--- src/rtl/imem_loader.sv ---
// ============================================================================
// Module   : imem_loader
// Purpose  : Boot loader that streams a framed, checksummed program image into
//            instruction memory and releases the core once it is verified.
// Revision : 1.0
// ============================================================================
`default_nettype none

module imem_loader #(
    parameter int ADDR_WIDTH = 8
) (
    input  logic                  CLK,
    input  logic                  RST,
    input  logic                  start,
    input  logic [7:0]            rx_data,
    input  logic                  rx_valid,
    output logic                  rx_ready,
    output logic                  mem_we,
    output logic [ADDR_WIDTH-1:0] mem_addr,
    output logic [31:0]           mem_wdata,
    output logic                  core_hold,
    output logic                  busy,
    output logic                  done,
    output logic                  error,
    output logic [15:0]           word_count
);

    typedef enum logic [2:0] {
        S_IDLE   = 3'd0,
        S_LEN_LO = 3'd1,
        S_LEN_HI = 3'd2,
        S_DATA   = 3'd3,
        S_CSUM   = 3'd4,
        S_DONE   = 3'd5,
        S_ERR    = 3'd6
    } state_t;

    localparam logic [16:0] MAX_WORDS = 17'd1 << ADDR_WIDTH;

    state_t                state_q, state_d;
    logic [15:0]           len_q, len_d;
    logic [23:0]           word_q, word_d;
    logic [1:0]            byte_idx_q, byte_idx_d;
    logic [7:0]            csum_q, csum_d;
    logic [15:0]           word_count_q, word_count_d;
    logic                  mem_we_q, mem_we_d;
    logic [ADDR_WIDTH-1:0] mem_addr_q, mem_addr_d;
    logic [31:0]           mem_wdata_q, mem_wdata_d;

    logic                  rx_ready_w;
    logic                  accept_w;
    logic [15:0]           hdr_len_w;
    logic [15:0]           next_count_w;

    assign rx_ready_w   = (state_q == S_LEN_LO) || (state_q == S_LEN_HI) ||
                          (state_q == S_DATA)   || (state_q == S_CSUM);
    assign accept_w     = rx_valid && rx_ready_w;
    assign hdr_len_w    = {rx_data, len_q[7:0]};
    assign next_count_w = word_count_q + 16'd1;

    always_comb begin
        state_d      = state_q;
        len_d        = len_q;
        word_d       = word_q;
        byte_idx_d   = byte_idx_q;
        csum_d       = csum_q;
        word_count_d = word_count_q;
        mem_we_d     = 1'b0;
        mem_addr_d   = mem_addr_q;
        mem_wdata_d  = mem_wdata_q;

        case (state_q)
            S_IDLE, S_DONE, S_ERR: begin
                if (start) begin
                    state_d      = S_LEN_LO;
                    word_count_d = 16'd0;
                    csum_d       = 8'd0;
                    byte_idx_d   = 2'd0;
                end
            end
            S_LEN_LO: begin
                if (accept_w) begin
                    len_d[7:0] = rx_data;
                    state_d    = S_LEN_HI;
                end
            end
            S_LEN_HI: begin
                if (accept_w) begin
                    len_d[15:8] = rx_data;
                    if ({1'b0, hdr_len_w} > MAX_WORDS) begin
                        state_d = S_ERR;
                    end else if (hdr_len_w == 16'd0) begin
                        state_d = S_CSUM;
                    end else begin
                        state_d = S_DATA;
                    end
                end
            end
            S_DATA: begin
                if (accept_w) begin
                    csum_d     = csum_q ^ rx_data;
                    byte_idx_d = byte_idx_q + 2'd1;
                    case (byte_idx_q)
                        2'd0: word_d[7:0]   = rx_data;
                        2'd1: word_d[15:8]  = rx_data;
                        2'd2: word_d[23:16] = rx_data;
                        default: begin
                            // Top byte goes straight into the write register.
                            mem_we_d     = 1'b1;
                            mem_wdata_d  = {rx_data, word_q};
                            mem_addr_d   = word_count_q[ADDR_WIDTH-1:0];
                            word_count_d = next_count_w;
                            if (next_count_w == len_q) begin
                                state_d = S_CSUM;
                            end
                        end
                    endcase
                end
            end
            S_CSUM: begin
                if (accept_w) begin
                    state_d = (rx_data == csum_q) ? S_DONE : S_ERR;
                end
            end
            default: state_d = S_IDLE;
        endcase
    end

    always_ff @(posedge CLK or posedge RST) begin
        if (RST) begin
            state_q      <= S_IDLE;
            len_q        <= 16'd0;
            word_q       <= 24'd0;
            byte_idx_q   <= 2'd0;
            csum_q       <= 8'd0;
            word_count_q <= 16'd0;
            mem_we_q     <= 1'b0;
            mem_addr_q   <= '0;
            mem_wdata_q  <= 32'd0;
        end else begin
            state_q      <= state_d;
            len_q        <= len_d;
            word_q       <= word_d;
            byte_idx_q   <= byte_idx_d;
            csum_q       <= csum_d;
            word_count_q <= word_count_d;
            mem_we_q     <= mem_we_d;
            mem_addr_q   <= mem_addr_d;
            mem_wdata_q  <= mem_wdata_d;
        end
    end

    assign rx_ready   = rx_ready_w;
    assign busy       = rx_ready_w;
    assign done       = (state_q == S_DONE);
    assign error      = (state_q == S_ERR);
    assign core_hold  = (state_q != S_DONE);
    assign mem_we     = mem_we_q;
    assign mem_addr   = mem_addr_q;
    assign mem_wdata  = mem_wdata_q;
    assign word_count = word_count_q;

endmodule

`default_nettype wire
--- config.mk ---
export PLATFORM = sky130hd
export DESIGN_NAME = imem_loader
export DESIGN_NICKNAME = d
export VERILOG_FILES = /design/src/rtl/imem_loader.sv
export SDC_FILE = /design/constraint.sdc
export NUM_CORES = 1
export LEC_CHECK = 0
export ABC_CLOCK_PERIOD_IN_PS = 4050
export CAP_MARGIN = 10
export CORE_MARGIN = 3
export CORE_UTILIZATION = 55
export DETAILED_ROUTE_END_ITERATION = 16
export PLACE_DENSITY = 0.81
export SETUP_SLACK_MARGIN = 0.2
export SYNTH_ARGS = -nofsm -noshare
export SYNTH_HDL_FRONTEND = slang
export SYNTH_SLANG_ARGS = --single-unit
--- constraint.sdc ---
create_clock -name CLK -period 4.05 [get_ports CLK]
set_clock_uncertainty 0.1 [all_clocks]
set_input_delay 0.405 -clock CLK [delete_from_list [all_inputs] [get_ports CLK]]
set_output_delay 0.405 -clock CLK [all_outputs]
set_load 0.02 [all_outputs]
==> results.yml, run 1 <==
outcome:
  status: "complete, no violations"
clocking:
  ctsResizeCount: 0
  insertion_delay_ns: 0.36
  postCtsSetupRepairBufs: 0
  root_buffer: "clkbuf_8"
  numCtsBuffers: 9
  clockBufferDepth: 2
  path_clk_slew_ns: 0.10
  h-tree-depth: 3
  postCtsHoldBufs: 0
  cts_sinks: 110
  cts_tree: "done"
timing:
  tightest_slew_ns: 0.953
  slew_viol_final: 0
  finalCriticalPeriod_ns: 3.05
  setup_violations: 0
  clock.fmax_mhz: 328
  setup_tns_ns: 0
  slew_headroom_pct: 36.5
  finalWorstSetupSlack_ns: 1.00
  fin_crit_sh_pct: 75.3
  rsz0062_at_grt: "no"
  hold_viol: 0
power:
  power_switching_share_pct: 34.1
  p_int_uw: 2220
  p_leak_uw: 0.00282
  p_sw_uw: 1150
  pwr-share-seq_pct: 48.4
  power_frac_clock_pct: 20.3
  vdd_drop_max_mv: 0.394
  powerDensity_mw_per_mm2: 527
  power_frac_comb_pct: 31.3
synth:
  ys_ff_latch: 110
  synthFlopType: "dfrtp_1"
  synth_nets: 543
  syn_area_per_cell_um2: 10.5
  seq_area_frac_synth_pct: 50.0
  synth_cell_types: 67
  synth_top_area_share_pct: 50.0
  syn_area_mm2: 0.00551
  yosys.area.top_type: "dfrtp_1"
  yosys_warnings: 0
  postSynthCellCount: 526
  synth_edf_count: 0
  netlist_top_cells_area: "dfrtp_1, mux2_2, nand2_1, o21ai_0, xnor2_1"
  synthArstFlopShare_pct: 100
critical_path:
  crit_arrival_ns: 3.19
  path_common_cell: "o21ai_0"
  crit_buf_inv: 1
  crit_fanout: 35
  cp_slowest_cell: "dfrtp_1"
  cpLargestDelayFamily: "simple AND/OR/NAND/NOR gates"
  path_class: "flop to flop"
  startpoint_type: "flop"
  crit_required_ns: 4.19
  cp-end-kind: "flop"
  critPathMaxStageDelay_ns: 0.61
  path_cells: "nor2b_1, and3_1, nand2_2, inv_2, nor2_2, o21ai_0, o21ai_0"
routing:
  drt_iter0_markers: 211
  routed_via_density: 5.90
  route.vias.total: 4204
  routed_wirelength_mm: 12.4
  drt-pass1-iter-count: 5
  wl_per_cell_um: 17.4
  drc: 0
  ant_nets: 0
place:
  io_buffers: 73
  place_congestion: 0.868
  dpl_worst_slack_ns: 1.07
  hpwl_mm: 8.53
cells_and_area:
  seqCellArea_mm2: 0.00275
  antenna_cells: 0
  final_util_pct: 67.2
  syn2layout_area_growth_pct: 15.9
  multi_input_area_mm2: 0.00247
  num-nets-final: 595
  nFillCells: 731
  drive_above_1_share_pct: 16.3
die:
  design.die.area_mm2: 0.0112
  fp.coreArea_mm2: 0.00950
  start_util_pct: 57.9
  dieHeight_um: 106
  ios: 74
  rows: 35
  die-width_um: 106
run:
  maxCapViolCount: 0
global_routing:
  grt_usage_pct: 22.7
  grt_pass1_wl_mm: 20.7
  grt_max_degree: 82
  first_global_vias: 4213
  gr-total-overflow: 0
  antenna_found_initial: 0
worst_hold_path:
  hold_class: "flop to flop"
-- power by group through the flow --
stage / combinational, uW / clock, uW / sequential (uW)
finish: 1050 / 683 / 1630
global route: 1160 / 727 / 1670
CTS: 1060 / 690 / 1620
detailed placement: 1050 / 0 / 1640
global placement: 1010 / 0 / 1620
floorplan: 803 / 0 / 1590
-- registers in the layout (all words and copies together), names as in the netlist --
name / count
csum_q: 8
mem_we: 1
word_q: 24
mem_addr: 8
len_q: 16
word_count: 16
byte_idx_q: 2
mem_wdata: 32
state_q: 3
-- through the flow --
step	total power (uW)	hold WS, ns	std cells	cell area, um2
after floorplan	2400	0.333	526	5510
after global placement	2630	0.343	696	6180
after detailed placement	2690	0.353	696	6180
after CTS	3370	0.378	712	6380
after global routing	3560	0.407	712	6380
final	3360	0.372	712	6380
-- layer usage --
layer	global-route usage [%]	wire, um	vias to the layer above
met5	0	0	-
met4	8.70	270	0
met3	2.73	648	24
met2	37.6	6130	145
met1	30.7	5320	2107
li1	-	-	1928
-- cells by family (layout without fill, tap and decap cells) --
logic type                 after synthesis  count (layout)  synth area share, %
buffers and inverters                   45             102                 5.11
and+or+nand+nor                        193             193                 18.3
DFF                                    110             110                 50.0
AOI/OAI and AO/OA                       93              93                 10.3
xor gates and xnor gates                25              25                 3.98
muxes                                   55              55                 11.2
adders and majority gates                5               5                 1.14
-- placed cells by master (no fill, tap or decap), types with 3 or more instances in the layout --
cell type,instances
dfrtp_1,110
nand2_1,104
clkdlybuf4s50_1,73
mux2_2,52
o21ai_0,39
nor2_1,22
xnor2_1,19
o21ai_1,15
clkbuf_8,10
inv_1,8
a21oi_1,8
nand4_1,7
nor3_1,7
nand3_1,7
o31ai_1,6
xor2_1,6
ha_1,5
nor2b_1,4
and3_1,4
or3_1,4
nor3_2,3
nor4_4,3
mux2i_1,3
and2_1,3
a31oi_1,3
-- worst paths after layout --
kind / startpoint / endpoint / slack (ns) / cells past startpoint
max in group asynchronous: RST / csum_q[6] / 2.37 / 3
hold reg to reg: word_q[23] / mem_wdata[23] / 0.37 / 2
hold / removal: word_q[23] / mem_wdata[23] / 0.37 / 2
min in group asynchronous: RST / mem_wdata[21] / 0.49 / 2
setup / recovery: state_q[2] / word_count[10] / 1.0 / 7
setup reg to reg: state_q[2] / word_count[10] / 1.0 / 7
-- area by class of cell --
type / instances / share of cell area [%]
well taps: 129 / 2.53
clock inverters: 5 / 1.00
repair buffers: 75 / 11.7
multi-input cells: 371 / 38.8
flip-flops and latches: 110 / 43.1
inverters: 11 / 0.686
clock buffers: 11 / 2.21
-- worst min-delay path, stage by stage (launching register included) --
cell,delay (ns)
dfrtp_1,0.35
nand2_1,0.05
nand2_1,0.05
-- synthesized netlist by cell type (2+ instances only) --
library cell and instances:
dfrtp_1 110, nand2_1 105, mux2_2 52, o21ai_0 39
nor2_1 22, xnor2_1 19, o21ai_1 15, buf_2 12
buf_6 9, inv_1 9, a21oi_1 8, buf_4 8
nand3_1 7, nand4_1 7, nor3_1 7, o31ai_1 6
xor2_1 6, clkbuf_1 5, ha_1 5, and3_1 4
nor2b_1 4, or3_1 4, a31oi_1 3, and2_1 3
mux2i_1 3, nor3_2 3, nor4_4 3, a211o_1 2
a22o_1 2, and4_1 2, nand4_2 2, nor2b_2 2
nor4b_1 2, o41ai_1 2, or4_1 2
Note: power is estimated with default switching activity, not from simulation.
==> run 2: changes to the inputs <==
ABC_CLOCK_PERIOD_IN_PS = 3120   (was 4050)
clock period = 3.12 ns   (was 4.05 ns; I/O delays follow)
==> run 2 against run 1 <==
Sequential power up 29%. Sequential cell count is the same. Largest cell class unchanged. Worst hold slack worse by 0.033 ns. Register-to-register slack lost 0.31 ns. Sequential share of layout area down 0.43 points. Final area rose by 1.0%. Cell count up 0.98%. Highest routed layer unchanged. Core utilization up 0.67 points. Wire length shrank 1.7%. Clock power is 26% higher. Power increased by 29%. First-iteration DRC count down 9.5%.
==> results.yml, run 2 (synthesis results as in run 1) <==
outcome:
  status: "complete, no violations"
die:
  start_util_pct: 57.9
  fp.coreArea_mm2: 0.00950
  ios: 74
  design.die.area_mm2: 0.0112
  die-width_um: 106
  dieHeight_um: 106
  rows: 35
clocking:
  clockBufferDepth: 2
  root_buffer: "clkbuf_8"
  postCtsHoldBufs: 0
  numCtsBuffers: 9
  cts_tree: "done"
  h-tree-depth: 3
  cts_sinks: 110
  postCtsSetupRepairBufs: 0
  insertion_delay_ns: 0.37
  path_clk_slew_ns: 0.11
  ctsResizeCount: 0
cells_and_area:
  syn2layout_area_growth_pct: 17.1
  layout_commonest_cell: "dfrtp_1"
  nFillCells: 745
  num-nets-final: 602
  largest_reg_flops: 32
  final_cells: 719
  antenna_cells: 0
  final_cell_mix: "dfrtp_1, nand2_1, clkdlybuf4s50_1"
  drive_above_1_share_pct: 17.5
routing:
  route.vias.total: 4182
  drt-pass1-iter-count: 6
  ant_nets: 0
  routed_via_density: 5.82
  wl_per_cell_um: 16.9
  drt_iter0_markers: 191
  routed_wirelength_mm: 12.2
  drc: 0
timing:
  fin_crit_sh_pct: 85.5
  slew_viol_final: 0
  rsz0062_at_grt: "no"
  tightest_slew_ns: 0.711
  hold_viol: 0
  slew_headroom_pct: 52.6
  finalCriticalPeriod_ns: 2.67
  setup_violations: 0
  setup_tns_ns: 0
  clock.fmax_mhz: 375
place:
  hpwl_mm: 8.46
  place_congestion: 0.874
  io_buffers: 73
  dp_cells: 703
critical_path:
  crit_required_ns: 2.71
  startpoint_type: "flop"
  cpLargestDelayFamily: "flip-flops"
  crit_buf_inv: 2
  path_cells: "nor2b_2, nand2_1, inv_1, clkdlybuf4s50_1"
  path_class: "flop to output port"
  crit_arrival_ns: 2.25
  cp-end-kind: "output port"
  critPathMaxStageDelay_ns: 0.71
  crit_fanout: 19
  cp_slowest_cell: "dfrtp_1"
power:
  p_leak_uw: 0.00285
  powerDensity_mw_per_mm2: 675
  vdd_drop_max_mv: 0.436
  power_uw: 4350
run:
  maxCapViolCount: 0
global_routing:
  grt_max_degree: 111
  first_global_vias: 4077
  gr-total-overflow: 0
  grt_usage_pct: 22.4
  antenna_found_initial: 0
  grt_pass1_wl_mm: 20.1
worst_hold_path:
  hold_class: "input port to async pin"
-- run 2: worst paths after layout --
path,start,endpoint,slack [ns],cells past startpoint
worst max-delay path,state_q[0],done,0.45,4
worst min-delay path,RST,mem_wdata[21],0.34,3
worst max register to register,state_q[2],word_count[13],0.69,7
worst min register to register,word_q[6],mem_wdata[6],0.38,2
max in group asynchronous,RST,state_q[0],2.16,3
min in group CLK,word_q[6],mem_wdata[6],0.38,2
-- run 2: routing by layer --
metal	vias up	share of wire [%]	global-route usage [%]
met4	0	1.7	7.12
met1	2060	42	29.4
li1	1950	-	-
met3	24	4.9	2.79
met5	-	0	0
met2	148	51	39.0
-- run 2: worst reg2reg max path, stage by stage, from the launching register on --
cell and delay [ns]:
dfrtp_1 0.61, nor2b_1 0.32, and3_1 0.34, nand2_2 0.11, inv_2 0.07, buf_4 0.36, nand2_1 0.16, o31ai_1 0.28
-- run 2: cell type report --
type | instances | area, um2 | share of cell area, %
Clock inverter | 6 | 65.1 | 1.01
Inverter | 11 | 45.0 | 0.699
Clock buffer | 10 | 138 | 2.13
Sequential cell | 110 | 2750 | 42.7
Multi-Input combinational cell | 371 | 2470 | 38.4
Timing Repair Buffer | 82 | 811 | 12.6
Tap cell | 129 | 161 | 2.50
-- run 2: through the flow --
step	worst slack [ns]	utilization, %	hold WS, ns	area (um2)
detailed placement	0.716	65.7	0.355	6240
global placement	0.811	65.7	0.344	6240
global route	0.334	67.8	0.402	6450
floorplan	0.886	-	0.333	5510
CTS	0.446	67.8	0.363	6450
finish	0.454	67.8	0.339	6450
-- run 2: report_power, final --
part | total [uW] | internal (uW) | switching, uW
Sequential | 2110 | 1780 | 333
Combinational | 1380 | 701 | 680
Clock | 858 | 336 | 521
==> run 3: changes to the inputs <==
ABC_CLOCK_PERIOD_IN_PS = 3200   (was 3120)
CAP_MARGIN = 30   (was 10)
CORE_UTILIZATION = 59   (was 55)
GPL_ROUTABILITY_DRIVEN = 0   (was not set)
PLACE_DENSITY = 0.86   (was 0.81)
clock period = 3.2 ns   (was 3.12 ns; I/O delays follow)
==> run 3 against run 2 <==
Combinational power barely moved. First-iteration DRC count rose by 15%. Worst hold slack lost 0.019 ns. Setup slack improved by 0.10 ns. Sequential power down 2%. Non-clock buffer count shrank 1. Highest routed layer unchanged. Critical path type unchanged. Wire length is 3.2% higher. Clock power rose by 6.5%. Cell count down 3.1%. Die area decreased by 6.4%.
==> results.yml, run 3 (synthesis results as in run 1) <==
outcome:
  status: "complete, no violations"
timing:
  finalWorstSetupSlack_ns: 0.556
  setup_violations: 0
  slew_viol_final: 0
  hold_viol: 0
  finalCriticalPeriod_ns: 2.64
  rsz0062_at_grt: "no"
  slew_headroom_pct: 45.4
  fin_crit_sh_pct: 82.6
  clock.fmax_mhz: 378
  worst_hold_slack_ns: 0.320
  setup_tns_ns: 0
  tightest_slew_ns: 0.818
power:
  power_uw: 4340
  vdd_drop_max_mv: 0.455
  p_leak_uw: 0.00285
  powerDensity_mw_per_mm2: 675
clocking:
  path_clk_slew_ns: 0.11
  h-tree-depth: 3
  clockBufferDepth: 2
  postCtsSetupRepairBufs: 0
  cts_tree: "done"
  ctsResizeCount: 0
  numCtsBuffers: 9
  root_buffer: "clkbuf_8"
  cts_sinks: 110
  postCtsHoldBufs: 0
  insertion_delay_ns: 0.38
die:
  dieHeight_um: 103
  design.die.area_mm2: 0.0105
  fp.coreArea_mm2: 0.00889
  rows: 34
  die-width_um: 103
  ios: 74
  start_util_pct: 61.9
routing:
  wl_per_cell_um: 18.0
  routed_via_density: 6.13
  routed_wirelength_mm: 12.5
  ant_nets: 0
  drc: 0
  route.vias.total: 4271
  drt_iter0_markers: 220
  drt-pass1-iter-count: 6
critical_path:
  cp-end-kind: "output port"
  crit_arrival_ns: 2.22
  regToRegEndpoint: "state_q[2]"
  path_class: "flop to output port"
  crit_fanout: 19
  reg2reg_from: "word_count[7]"
  crit_required_ns: 2.78
  reg2reg_slack_ns: 0.68
  startpoint_type: "flop"
  rr_worst_depth: 6
global_routing:
  grt_pass1_wl_mm: 20.9
  first_global_vias: 4225
  gr-total-overflow: 0
  grt_usage_pct: 25.6
  grt_max_degree: 61
  antenna_found_initial: 0
  gr-usage-met2_pct: 42.6
  busiest_layer: "met2"
  grt_use_met1_pct: 34.8
  use_met3_pct: 4.13
place:
  io_buffers: 73
  dpl_worst_slack_ns: 0.585
  hpwl_mm: 8.70
cells_and_area:
  nFillCells: 627
  antenna_cells: 0
  largest_reg_flops: 32
  num-nets-final: 601
  final_cell_mix: "dfrtp_1, nand2_1, clkdlybuf4s50_1"
  layout_commonest_cell: "dfrtp_1"
  syn2layout_area_growth_pct: 16.9
  drive_above_1_share_pct: 17.3
worst_hold_path:
  hold_class: "input port to async pin"
run:
  maxCapViolCount: 0
==> run 3: cell count changes in the layout (fill, tap and decap cells not counted), sizes merged <==
cell / previous run / this run
clkbuf: 10 / 9
clkinv: 4 / 3
bufinv: 0 / 1
inv: 12 / 13
buf: 9 / 8
==> run 3: final cells by class <==
type | instances | area, um2 | share of cell area (%)
Sequential cell | 110 | 2750 | 42.8
Clock buffer | 9 | 124 | 1.92
Timing Repair Buffer | 81 | 803 | 12.5
Inverter | 11 | 45.0 | 0.700
Multi-Input combinational cell | 371 | 2470 | 38.5
Tap cell | 108 | 135 | 2.10
Clock inverter | 7 | 100 | 1.56
==> run 3: worst max path at each step <==
| stage | from | to | slack, ns | cells past startpoint |
|---|---|---|---|---|
| floorplan | word_count[1] | state_q[1] | 0.97 | 7 |
| global placement | rx_data[3] | state_q[0] | 0.69 | 7 |
| detailed placement | rx_data[3] | state_q[0] | 0.59 | 7 |
| CTS | state_q[0] | done | 0.53 | 4 |
| global route | state_q[0] | done | 0.40 | 4 |
| finish | state_q[0] | done | 0.56 | 4 |
==> run 3: worst max-delay path, cell delays in order (launching register included) <==
cell and delay [ns]:
dfrtp_1 0.71, nor2b_2 0.36, nand2_1 0.10, inv_1 0.08, clkdlybuf4s50_1 0.59
==> run 3: per-stage QoR <==
stage | instance area [um2] | util, % | instances
2_1_floorplan | 5510 | - | 526
3_3_place_gp | 6210 | 69.9 | 681
3_5_place_dp | 6210 | 69.9 | 681
4_1_cts | 6430 | 72.4 | 697
5_1_grt | 6430 | 72.4 | 697
6_report | 6430 | 72.4 | 697
==> run 3: metal layers <==
layer	vias to the layer above	share of wire, %
li1	1948	-
met1	2129	43
met2	166	50
met3	28	5.5
met4	0	2.0
met5	-	0
==> run 3: power by group <==
| part | total [uW] | switching [uW] | internal (uW) | leakage (uW) |
|---|---|---|---|---|
| Sequential | 2060 | 328 | 1740 | 0.00146 |
| Clock | 914 | 525 | 389 | 0.000112 |
| Combinational | 1360 | 675 | 686 | 0.00127 |
